`config.mk`:
```
export PLATFORM = sky130hd
export DESIGN_NAME = hazard_ctrl
export DESIGN_NICKNAME = d
export VERILOG_FILES = /design/src/rtl/hazard_pkg.sv /design/src/rtl/hazard_ctrl_load_use_detect.sv /design/src/rtl/hazard_ctrl.sv
export SDC_FILE = /design/constraint.sdc
export NUM_CORES = 1
export LEC_CHECK = 0
export ABC_AREA = 0
export BUFFER_PORTS_ARGS = -buffer_cell sky130_fd_sc_hd__clkbuf_2
export CAP_MARGIN = 5
export CORE_ASPECT_RATIO = 1.25
export CORE_MARGIN = 4
export CORE_UTILIZATION = 44
export CTS_CLUSTER_SIZE = 20
export DETAILED_ROUTE_END_ITERATION = 8
export GPL_TIMING_DRIVEN = 0
export MAX_ROUTING_LAYER = met4
export PLACE_DENSITY_LB_ADDON = 0.3
export SLEW_MARGIN = 0
export SYNTH_ARGS = -nofsm -noshare
export SYNTH_HDL_FRONTEND = slang
export SYNTH_SLANG_ARGS = --single-unit
export TNS_END_PERCENT = 5
```
`constraint.sdc`:
```
create_clock -name clk -period 1.56 [get_ports clk]
set_clock_uncertainty 0.05 [all_clocks]
set_input_delay 0.156 -clock clk [delete_from_list [all_inputs] [get_ports clk]]
set_output_delay 0.156 -clock clk [all_outputs]
set_load 0.01 [all_outputs]
```
`src/rtl/hazard_pkg.sv`:
```
// -----------------------------------------------------------------------------
// hazard_pkg
// Shared definitions for the pipeline hazard controller:
//   - state_e : FSM state encoding (RUN, LOAD_STALL, FLUSH, MEM_WAIT)
//   - OP_*    : MIPS primary opcodes relevant to hazard detection
//   - decode_uses_rt() : 1 when the ID-stage instruction reads rt as a source
// -----------------------------------------------------------------------------
package hazard_pkg;

   typedef enum logic [1:0] {
      RUN        = 2'd0,
      LOAD_STALL = 2'd1,
      FLUSH      = 2'd2,
      MEM_WAIT   = 2'd3
   } state_e;

   localparam logic [5:0] OP_RTYPE = 6'h00;
   localparam logic [5:0] OP_SW    = 6'h2B;
   localparam logic [5:0] OP_BEQ   = 6'h04;
   localparam logic [5:0] OP_BNE   = 6'h05;
   localparam logic [5:0] OP_LW    = 6'h23;

   // R-type ALU ops, stores (rt is the data) and the two compare-branches read
   // rt; everything else (lw, addi, ...) writes it or ignores it.
   function automatic logic decode_uses_rt(input logic [5:0] opcode);
      return opcode inside {OP_RTYPE, OP_SW, OP_BEQ, OP_BNE};
   endfunction

endpackage

```
`src/rtl/hazard_ctrl_load_use_detect.sv`:
```
// -----------------------------------------------------------------------------
// load_use_detect
// Combinational load-use hazard detector between the ID and EX stages.
// Ports:
//   opcode, rs, rt : fields of the instruction sitting in ID
//   mem_read       : instruction in EX is a load
//   ex_rt          : destination register of that load
//   load_use       : ID instruction needs the load result next cycle
// -----------------------------------------------------------------------------
module load_use_detect
   import hazard_pkg::*;
(
   input  logic [5:0] opcode,
   input  logic [4:0] rs,
   input  logic [4:0] rt,
   input  logic       mem_read,
   input  logic [4:0] ex_rt,
   output logic       load_use
);

   logic uses_rt;

   assign uses_rt = decode_uses_rt(opcode);

   // $zero is never a real dependency: a load into r0 is discarded.
   assign load_use = mem_read && (ex_rt != 5'd0) &&
                     ((ex_rt == rs) || (uses_rt && (ex_rt == rt)));

endmodule

```
`src/rtl/hazard_ctrl.sv`:
```
// -----------------------------------------------------------------------------
// hazard_ctrl
// Pipeline sequencing controller for the 5-stage MIPS core: one-bubble
// load-use stalls, wrong-path flush after a taken branch, and a full-pipeline
// freeze while a multi-cycle data-memory access is outstanding.
//
// Parameters:
//   FLUSH_CYCLES : cycles IF/ID and ID/EX are flushed per taken branch (1..7)
//   MEM_TIMEOUT  : freeze length at which mem_timeout is raised
//   CNT_W        : width of the optional statistics counters
//
// Ports:
//   clk, reset            : clock, asynchronous active-high reset
//   IF_ID_opcode/rs/rt    : instruction in ID
//   ID_EX_MemRead/rt      : load in EX and its destination
//   EX_MEM_BranchTaken    : branch resolved taken in MEM
//   dmem_req, dmem_ready  : data-memory access active / completing
//   PCWrite, IF_ID_Write  : PC and IF/ID load enables
//   Hazard                : bubble request to the ID control unit
//   IF_Flush, ID_EX_Flush : clear IF/ID and ID/EX
//   pipe_freeze           : hold ID/EX, EX/MEM, MEM/WB
//   mem_timeout           : sticky memory-wait timeout flag
//   state_out             : current FSM state
//
// Optional build macro HAZARD_STATS_EN adds saturating counters
// load_stall_cnt, flush_cnt and freeze_cnt (CNT_W bits each).
// -----------------------------------------------------------------------------
module hazard_ctrl
   import hazard_pkg::*;
#(
   parameter int FLUSH_CYCLES = 2,
   parameter int MEM_TIMEOUT  = 64,
   parameter int CNT_W        = 32
) (
   input  logic             clk,
   input  logic             reset,
   input  logic [5:0]       IF_ID_opcode,
   input  logic [4:0]       IF_ID_rs,
   input  logic [4:0]       IF_ID_rt,
   input  logic             ID_EX_MemRead,
   input  logic [4:0]       ID_EX_rt,
   input  logic             EX_MEM_BranchTaken,
   input  logic             dmem_req,
   input  logic             dmem_ready,
   output logic             PCWrite,
   output logic             IF_ID_Write,
   output logic             Hazard,
   output logic             IF_Flush,
   output logic             ID_EX_Flush,
   output logic             pipe_freeze,
   output logic             mem_timeout,
   output logic [1:0]       state_out
`ifdef HAZARD_STATS_EN
   ,
   output logic [CNT_W-1:0] load_stall_cnt,
   output logic [CNT_W-1:0] flush_cnt,
   output logic [CNT_W-1:0] freeze_cnt
`endif
);

   localparam int              WAIT_W     = $clog2(MEM_TIMEOUT + 1);
   localparam logic [WAIT_W-1:0] WAIT_MAX = WAIT_W'(MEM_TIMEOUT);
   localparam logic [2:0]      FLUSH_INIT = 3'(FLUSH_CYCLES - 1);

   if (FLUSH_CYCLES < 1 || FLUSH_CYCLES > 7) begin : g_bad_flush_cycles
      $error("hazard_ctrl: FLUSH_CYCLES must be in 1..7");
   end
   if (MEM_TIMEOUT < 1) begin : g_bad_mem_timeout
      $error("hazard_ctrl: MEM_TIMEOUT must be at least 1");
   end
   if (CNT_W < 1) begin : g_bad_cnt_w
      $error("hazard_ctrl: CNT_W must be at least 1");
   end

   state_e            state_r, state_nxt;
   logic [2:0]        flush_left_r, flush_left_nxt;
   logic [WAIT_W-1:0] wait_cnt_r, wait_cnt_nxt;

   logic load_use;
   logic mem_busy;

   logic pc_write_c, if_id_write_c, hazard_c, if_flush_c, id_ex_flush_c, freeze_c;

   load_use_detect u_load_use_detect (
      .opcode   (IF_ID_opcode),
      .rs       (IF_ID_rs),
      .rt       (IF_ID_rt),
      .mem_read (ID_EX_MemRead),
      .ex_rt    (ID_EX_rt),
      .load_use (load_use)
   );

   assign mem_busy = dmem_req && !dmem_ready;

   // Next-state and output decode. A freeze always wins because every
   // downstream register holds: whatever branch or load-use is visible now is
   // still visible once the access completes and is handled then.
   always_comb begin
      // NOTE: every signal gets a default before the case so no path can
      // leave one unassigned and infer a latch.
      state_nxt      = state_r;
      flush_left_nxt = flush_left_r;
      wait_cnt_nxt   = wait_cnt_r;
      pc_write_c     = 1'b1;
      if_id_write_c  = 1'b1;
      hazard_c       = 1'b0;
      if_flush_c     = 1'b0;
      id_ex_flush_c  = 1'b0;
      freeze_c       = 1'b0;

      unique case (state_r)
         RUN, LOAD_STALL: begin
            state_nxt = RUN;
            if (mem_busy) begin
               freeze_c      = 1'b1;
               pc_write_c    = 1'b0;
               if_id_write_c = 1'b0;
               state_nxt     = MEM_WAIT;
               wait_cnt_nxt  = WAIT_W'(1);
            end else if (EX_MEM_BranchTaken) begin
               if_flush_c    = 1'b1;
               id_ex_flush_c = 1'b1;
               if (FLUSH_CYCLES > 1) begin
                  state_nxt      = FLUSH;
                  flush_left_nxt = FLUSH_INIT;
               end
            end else if (load_use && (state_r == RUN)) begin
               // The stall cycle that follows ignores load_use, so each load
               // costs exactly one bubble even though the hazard is still
               // visible while the load moves to MEM.
               hazard_c      = 1'b1;
               pc_write_c    = 1'b0;
               if_id_write_c = 1'b0;
               state_nxt     = LOAD_STALL;
            end
         end

         FLUSH: begin
            if (mem_busy) begin
               // The pending flush count is kept and resumed after the wait.
               freeze_c      = 1'b1;
               pc_write_c    = 1'b0;
               if_id_write_c = 1'b0;
               state_nxt     = MEM_WAIT;
               wait_cnt_nxt  = WAIT_W'(1);
            end else begin
               if_flush_c    = 1'b1;
               id_ex_flush_c = 1'b1;
               if (flush_left_r <= 3'd1) begin
                  flush_left_nxt = 3'd0;
                  state_nxt      = RUN;
               end else begin
                  flush_left_nxt = flush_left_r - 3'd1;
               end
            end
         end

         MEM_WAIT: begin
            if (dmem_ready) begin
               // Freeze drops in the completion cycle itself.
               state_nxt = (flush_left_r != 3'd0) ? FLUSH : RUN;
            end else begin
               freeze_c      = 1'b1;
               pc_write_c    = 1'b0;
               if_id_write_c = 1'b0;
               if (wait_cnt_r < WAIT_MAX) begin
                  wait_cnt_nxt = wait_cnt_r + 1'b1;
               end
            end
         end

         default: state_nxt = RUN;
      endcase
   end

   // Reset is asynchronous and inputs may be toggling while it is held, so the
   // outputs are forced to their idle values directly rather than relying on
   // the state register alone.
   assign PCWrite     = pc_write_c    | reset;
   assign IF_ID_Write = if_id_write_c | reset;
   assign Hazard      = hazard_c      & ~reset;
   assign IF_Flush    = if_flush_c    & ~reset;
   assign ID_EX_Flush = id_ex_flush_c & ~reset;
   assign pipe_freeze = freeze_c      & ~reset;
   assign state_out   = state_r;

   always_ff @(posedge clk or posedge reset) begin
      if (reset) begin
         state_r      <= RUN;
         flush_left_r <= 3'd0;
         wait_cnt_r   <= '0;
         mem_timeout  <= 1'b0;
      end else begin
         // NOTE: sequential state uses non-blocking assignments so every
         // register samples the pre-edge values regardless of statement order.
         state_r      <= state_nxt;
         flush_left_r <= flush_left_nxt;
         wait_cnt_r   <= wait_cnt_nxt;
         // Sticky: set when the wait count reaches the limit; the wait itself
         // continues until the memory answers.
         if ((state_nxt == MEM_WAIT) && (wait_cnt_nxt == WAIT_MAX)) begin
            mem_timeout <= 1'b1;
         end
      end
   end

`ifdef HAZARD_STATS_EN
   localparam logic [CNT_W-1:0] CNT_MAX = '1;

   always_ff @(posedge clk or posedge reset) begin
      if (reset) begin
         load_stall_cnt <= '0;
         flush_cnt      <= '0;
         freeze_cnt     <= '0;
      end else begin
         if (Hazard && (load_stall_cnt != CNT_MAX)) begin
            load_stall_cnt <= load_stall_cnt + 1'b1;
         end
         if (IF_Flush && (flush_cnt != CNT_MAX)) begin
            flush_cnt <= flush_cnt + 1'b1;
         end
         if (pipe_freeze && (freeze_cnt != CNT_MAX)) begin
            freeze_cnt <= freeze_cnt + 1'b1;
         end
      end
   end
`endif

endmodule

```
==> results by group, run 1 <==
Run
  – Max-Cap Viols: 0

Clock tree
  – CTS tree: done
  – Num Clock Sinks: 13
  – CTS Buf Count: 3
  – CTS Root Cell: clkbuf_4
  – CTS max path bufs: 2
  – H-tree levels: 1
  – Clock Latency Late Sink: 0.27 ns
  – Clock Pin Slew Worst Setup and Hold Paths: 0.07 ns

Worst setup path
  – Critical path fanouts, max: 2
  – CP required: ~1.4 ns
  – Max incr delay on CP: approximately 0.53 ns
  – Critical path, cell by cell: or4b_4 -> a2111oi_4 -> nor2_2 -> buf_4 -> clkbuf_2
  – Critical Path Source Type: register
  – Critical Path End Type: primary output
  – Worst Setup Path Type: register to primary output
  – Critical path arrival: about 1.9 ns
  – Crit-path slowest cell: or4b_4

Detailed routing
  – Total Wirelength: ~2.3 mm
  – Met2 wire len: 1.14 mm
  – DR pass1 iterations: 4
  – Initial DRC count: 32
  – Routed via count: between 900 and 1000
  – DRC errors left: 0
  – Number of routed nets with antenna violations: 0
  – Metal3 WL: roughly 180 um
  – Wire length per cell: 13.0 um
  – Via density: 5.30
  – Wl on met1: approximately 960 um
  – Uppermost layer routed: met4

Final layout
  – Fraction of layout cells with a size suffix above 1: 0.409
  – Fin nets: 180
  – Reg area: approximately 330 um^2
  – Multi-input gate area: 678 um^2
  – Area Growth Syn to Fin: 35.7%
  – Fin area: between 0.001 and 0.0015 mm^2
  – Utilization after layout: 0.647
  – Most frequent cells in the layout: 33 x clkbuf_2, 11 x dfrtp_1, 8 x xor2_1
  – Diode count: 0
  – Filler cells: between 150 and 200
  – Most common cell after layout, fill and taps aside: clkbuf_2

Die
  – IO Pins: 36
  – Starting Density: 0.477
  – DIE AREA: 0.00304 mm^2
  – Die height: about 61 um
  – Core area: between 0.002 and 0.0025 mm^2
  – FP Rows: 18
  – Die width: about 50 um

Power
  – Peak supply drop: about 0.53 mV
  – P per Cell Area: a little over 700 mW/mm^2
  – Pleak: roughly 0.63 nW

Worst hold path
  – Hold Crit Class: input port to register

Synth
  – Mux contribution to synthesized area: 0.0615
  – Mapped Area: roughly 1000 um^2
  – Avg Inst Size Synth: 9.31 um^2
  – Synth Area in Adders: 0.0384
  – Synth warnings: 0
  – #FFs+latches synth: 13
  – Synth Area in Simple Gates: 0.293
  – Compound-Gate Fraction of Synth Area: 0.146
  – Post-Synthesis Cells: approximately 110
  – Register area share after synthesis: 0.333
  – Main combinational cell family by area after synthesis: simple AND/OR/NAND/NOR gates
  – Synth cell types: 38
  – Synthesized Nets: ~140
  – Post-Synth XOR/XNOR Area: 0.0896

STA
  – Final worst setup slack: -0.498 ns
  – Worst relative slew slack: 0.589
  – Hold Vio Cnt, Final: 0
  – Worst-margin pin slew: roughly 0.62 ns
  – Slew Viols, Final: 0
  – RSZ-0062 raised after global routing: true
  – Final worst path period need: 2.06 ns
  – Peak Freq: between 400 and 500 MHz
  – Final setup vio count: 7
  – Tcrit/Tclk final: 1.32
  – Setup TNS: -1.84 ns

Global route
  – Final global-route overflow total: 0
  – Number of global-route vias before repair: just over 900
  – Initial antenna violation count: 0
  – All-Layer GR Usage: 0.178
  – First-pass GRT wire length: about 4.0 mm
  – Largest net degree at the start of global routing: 14

Status
  – Status: finished, violations left
  – Failing checks: negative setup slack

Placed design
  – Final GP Congestion: about 0.8
  – IO buf count: 35
  – Placement Setup Slack: -0.347 ns
  – Post-DP HPWL: about 1.8 mm
  – DP Area: between 0.001 and 0.0015 mm^2
## state kept, by name (all words and copies together), names as in the netlist
name	count
state_out	2
mem_timeout	1
wait_cnt_r	7
flush_left_r	3
## power breakdown
part	internal (mW)	total, mW	switching, mW
registers	0.366	0.393	0.0271
logic	0.166	0.338	0.173
clock network	0.0991	0.202	0.103
total	0.631	0.934	0.303
## routing by layer
| layer | GRT usage | vias up |
|---|---|---|
| met4 | 0.0988 | 0 |
| met1 | 0.197 | 437 |
| met5 | - | - |
| met2 | 0.299 | 37 |
| met3 | 0.0369 | 4 |
| li1 | - | 470 |
## final cells by class
class                   count  area share
repair buffers             40       0.165
multi-input cells          84       0.511
flip-flops and latches     13       0.247
well taps                  30      0.0283
plain buffers               2      0.0113
clock buffers               4      0.0198
inverters                   6      0.0170
## synthesized netlist by cell type, drive strengths merged
library cell | number | share of area
a32o | 2 | 0.020
or2 | 1 | 0.0064
o21ai | 4 | 0.020
a21oi | 5 | 0.026
or3 | 1 | 0.0064
or4b | 1 | 0.014
nand4 | 2 | 0.013
buf | 2 | 0.015
nor2b | 3 | 0.019
o2bb2ai | 1 | 0.0090
mux2i | 6 | 0.061
ha | 3 | 0.038
a22o | 1 | 0.0090
and4b | 1 | 0.010
nor3b | 1 | 0.0077
o221ai | 1 | 0.0090
or4 | 1 | 0.0077
a31o | 1 | 0.0090
nand3 | 4 | 0.026
and3 | 1 | 0.0064
nand2b | 4 | 0.026
and4bb | 1 | 0.013
nor3 | 5 | 0.026
dfrtp | 13 | 0.33
xor2 | 8 | 0.072
a31oi | 1 | 0.0064
nand2 | 5 | 0.019
nand4b | 2 | 0.018
nor4 | 2 | 0.028
xnor2 | 2 | 0.018
and2 | 2 | 0.013
nor2 | 9 | 0.035
inv | 6 | 0.023
o21bai | 1 | 0.012
o21ba | 1 | 0.010
a2111oi | 1 | 0.015
## worst max-delay path: cells and delay by family (launching register included)
family | cells | cell delay (ns)
simple gates | 2 | 0.61
flops | 1 | 0.41
compound gates | 1 | 0.31
buf+inv | 2 | 0.25
## what timing repair did
| item | CTS | global route |
|---|---|---|
| setup endpoints to repair | 11 | 11 |
| gates resized for setup | 9 | 6 |
| buffers inserted | 4 | 0 |
| endpoints found under the hold margin | 13 | 0 |
| gates cloned | 0 | 0 |
| pin swaps | 2 | 3 |
| hold buffers | 1 | 0 |
## worst paths after layout
path | startpoint | cells after the start | slack, ns | end
setup reg to reg | state_out[1]$_DFF_PP0_ | 7 | -0.17 | mem_timeout$_DFFE_PP0P_
setup / recovery | state_out[0]$_DFF_PP0_ | 5 | -0.50 | PCWrite
min in group asynchronous | reset | 3 | 0.46 | wait_cnt_r[6]$_DFF_PP0_
hold / removal | dmem_req | 3 | 0.17 | state_out[0]$_DFF_PP0_
max in group asynchronous | reset | 3 | 0.63 | state_out[0]$_DFF_PP0_
hold reg to reg | mem_timeout$_DFFE_PP0P_ | 1 | 0.43 | mem_timeout$_DFFE_PP0P_
## per-stage QoR
| stage | hold WS (ns) | instances | power, mW |
|---|---|---|---|
| floorplan | -0.0171 | 105 | 0.585 |
| global placement | 0.174 | 170 | 0.673 |
| detailed placement | 0.182 | 170 | 0.683 |
| CTS | 0.154 | 179 | 0.940 |
| global route | 0.172 | 179 | 1.00 |
| finish | 0.165 | 179 | 0.934 |
## cell families (layout without fill, tap and decap cells)
logic type      count (synthesis)  in the layout
flops                          13             13
xor+xnor                       10             10
buf+inv                         8             52
compound gates                 19             19
fa+ha+maj                       3              3
simple gates                   46             46
mux                             6              6
Power figures use the tool's default switching activity.
==> run 2, diff against run 1 <==
BUFFER_PORTS_ARGS = unset   (was -buffer_cell sky130_fd_sc_hd__clkbuf_2)
CORE_UTILIZATION = 48   (was 44)
DONT_BUFFER_PORTS = 1   (was unset)
==> run 2 against run 1 <==
  * The run still ends with negative setup slack left
  * Hold slack got worse by 0.15 ns
  * Register-to-register slack worse by 0.04 ns
  * Die area fell by 7.1%
  * Flip-flop and latch count stayed put
  * First-iteration DRC count fell by 69%
  * Combinational power down 30%
  * Clock power increased by 5%
  * Global-route usage is 0.54 points lower
  * Critical path type unchanged
  * Largest cell class unchanged
==> results by group, run 2 (same netlist as run 1, synthesis figures left out) <==
Final layout
  – Fraction of layout cells with a size suffix above 1: 0.191 (was 0.409)
  – Area Growth Syn to Fin: 12.0% (was 35.7%)
  – Most common cell after layout, fill and taps aside: dfrtp_1 (was clkbuf_2)
  – Filler cells: 182 (was 173)
  – Diode count: 0 (unchanged)
  – Fin area: 0.00109 mm^2 (was 0.00133 mm^2)
  – Top reg by flops: wait_cnt_r (unchanged)
  – Fin nets: 141 (was 180)
  – Most frequent cells in the layout: 10 x dfrtp_1, 8 x xor2_1, 7 x nor2_1 (was 33 x clkbuf_2, 11 x dfrtp_1, 8 x xor2_1)
  – Largest register FFs: 7 (unchanged)

Worst setup path
  – Worst Setup Path Type: register to primary output (unchanged)
  – Critical Path End Type: primary output (unchanged)
  – Critical path arrival: 1.89 ns (was 1.85 ns)
  – CP required: 1.35 ns (about the same)
  – Critical Path Source Type: register (unchanged)
  – Critical path fanouts, max: 8 (was 2)

Global route
  – First-pass GRT wire length: 3.84 mm (was 3.96 mm)
  – Largest net degree at the start of global routing: 14 (unchanged)
  – Final global-route overflow total: 0 (unchanged)
  – Number of global-route vias before repair: 841 (was 934)
  – Initial antenna violation count: 0 (unchanged)
  – All-Layer GR Usage: 0.172 (was 0.178)

Detailed routing
  – Wire length per cell: 16.6 um (was 13.0 um)
  – DR pass1 iterations: 4 (unchanged)
  – Number of routed nets with antenna violations: 0 (unchanged)
  – Total Wirelength: 2.16 mm (was 2.33 mm)
  – DRC errors left: 0 (unchanged)
  – Initial DRC count: 10 (was 32)
  – Via density: 6.36 (was 5.30)
  – Routed via count: 827 (was 948)

STA
  – Peak Freq: 477 MHz (was 486 MHz)
  – Final setup vio count: 7 (unchanged)
  – Worst relative slew slack: 0.642 (was 0.589)
  – RSZ-0062 raised after global routing: true (unchanged)
  – Final worst path period need: 2.10 ns (was 2.06 ns)
  – Worst-margin pin slew: 0.536 ns (was 0.616 ns)
  – Tcrit/Tclk final: 1.34 (was 1.32)
  – Hold Vio Cnt, Final: 0 (unchanged)
  – Setup TNS: -2.06 ns (was -1.84 ns)
  – Final worst setup slack: -0.536 ns (was -0.498 ns)
  – Slew Viols, Final: 0 (unchanged)

Die
  – Starting Density: 0.499 (was 0.477)
  – IO Pins: 36 (unchanged)
  – DIE AREA: 0.00283 mm^2 (was 0.00304 mm^2)
  – Core area: 0.00196 mm^2 (was 0.00205 mm^2)
  – Die width: 48.4 um (was 50.2 um)
  – Die height: 58.4 um (was 60.7 um)
  – FP Rows: 18 (unchanged)

Clock tree
  – Setup Fix Bufs, Post-CTS: 0 (was 4)
  – CTS max path bufs: 2 (unchanged)
  – Clock Latency Late Sink: 0.28 ns (was 0.27 ns)
  – CTS Root Cell: clkbuf_4 (unchanged)
  – Clock Pin Slew Worst Setup and Hold Paths: 0.08 ns (was 0.07 ns)
  – H-tree levels: 1 (unchanged)
  – Num Clock Sinks: 13 (unchanged)
  – CTS tree: done (unchanged)
  – CTS Buf Count: 3 (unchanged)

Worst hold path
  – Hold Crit Class: input port to register (unchanged)

Placed design
  – Final GP Congestion: 0.768 (was 0.800)
  – DP Area: 0.00102 mm^2 (was 0.00121 mm^2)
  – IO buf count: 0 (was 35)
  – Post-DP HPWL: 1.69 mm (was 1.84 mm)

Status
  – Failing checks: negative setup slack (unchanged)
  – Status: finished, violations left (unchanged)

Power
  – Power, Total: 0.855 mW (was 0.934 mW)
  – P per Cell Area: 781 mW/mm^2 (was 704 mW/mm^2)
  – Peak supply drop: 0.470 mV (was 0.535 mV)
  – Pleak: 0.454 nW (was 0.626 nW)

Run
  – Max-Cap Viols: 0 (unchanged)
==> run 2: what timing repair did <==
action	in CTS	in global routing
setup endpoints to repair	11	11
gates resized for setup	7	2
endpoints found under the hold margin	13	0
pin swaps	1	1
hold buffers	1	0
==> run 2: report_power, final <==
group          internal, mW  switching, mW
clock                0.0992          0.112
sequential            0.368         0.0404
combinational         0.110          0.125
total                 0.577          0.277
==> run 2: final timing paths <==
kind | startpoint | end | slack [ns] | cells past startpoint
hold / removal | dmem_req | state_out[0]$_DFF_PP0_ | 0.02 | 2
setup reg to reg | state_out[0]$_DFF_PP0_ | mem_timeout$_DFFE_PP0P_ | -0.21 | 5
max in group asynchronous | reset | wait_cnt_r[0]$_DFF_PP0_ | 0.80 | 2
min in group asynchronous | reset | wait_cnt_r[6]$_DFF_PP0_ | 0.30 | 2
hold reg to reg | wait_cnt_r[0]$_DFF_PP0_ | wait_cnt_r[0]$_DFF_PP0_ | 0.47 | 1
setup / recovery | state_out[0]$_DFF_PP0_ | PCWrite | -0.54 | 4
==> run 2: stage by stage <==
stage	std cells	hold slack [ns]	util	worst slack, ns
5_1_grt	130	0.0358	0.559	-0.628
2_1_floorplan	105	-0.0171	-	-0.171
4_1_cts	130	0.0201	0.555	-0.536
3_3_place_gp	125	0.0516	0.520	-0.257
6_report	130	0.0175	0.559	-0.536
3_5_place_dp	125	0.0572	0.520	-0.269
==> run 2: final cells by class <==
| cell class | count | area [um^2] | area share |
|---|---|---|---|
| multi-input cells | 84 | 667 | 0.609 |
| flip-flops and latches | 13 | 329 | 0.301 |
| clock buffers | 4 | 26.3 | 0.0240 |
| well taps | 20 | 25.0 | 0.0229 |
| inverters | 6 | 22.5 | 0.0206 |
| plain buffers | 2 | 15.0 | 0.0137 |
| repair buffers | 1 | 10.0 | 0.00914 |
==> run 2: routing by layer <==
metal / part of all wire / up-vias / global-route usage / wire [um]
met1: 0.40 / 384 / 0.193 / 856
met5: 0 / - / - / 0
met4: 0.014 / 0 / 0.0593 / 31
li1: - / 395 / - / -
met2: 0.48 / 44 / 0.289 / 1040
met3: 0.11 / 4 / 0.0532 / 234
==> run 2: worst max-delay path: stages, from the launching register on <==
cell and delay, ns:
dfrtp_2 0.48, or4b_4 0.56, a2111oi_4 0.32, nor2_2 0.10, buf_4 0.16
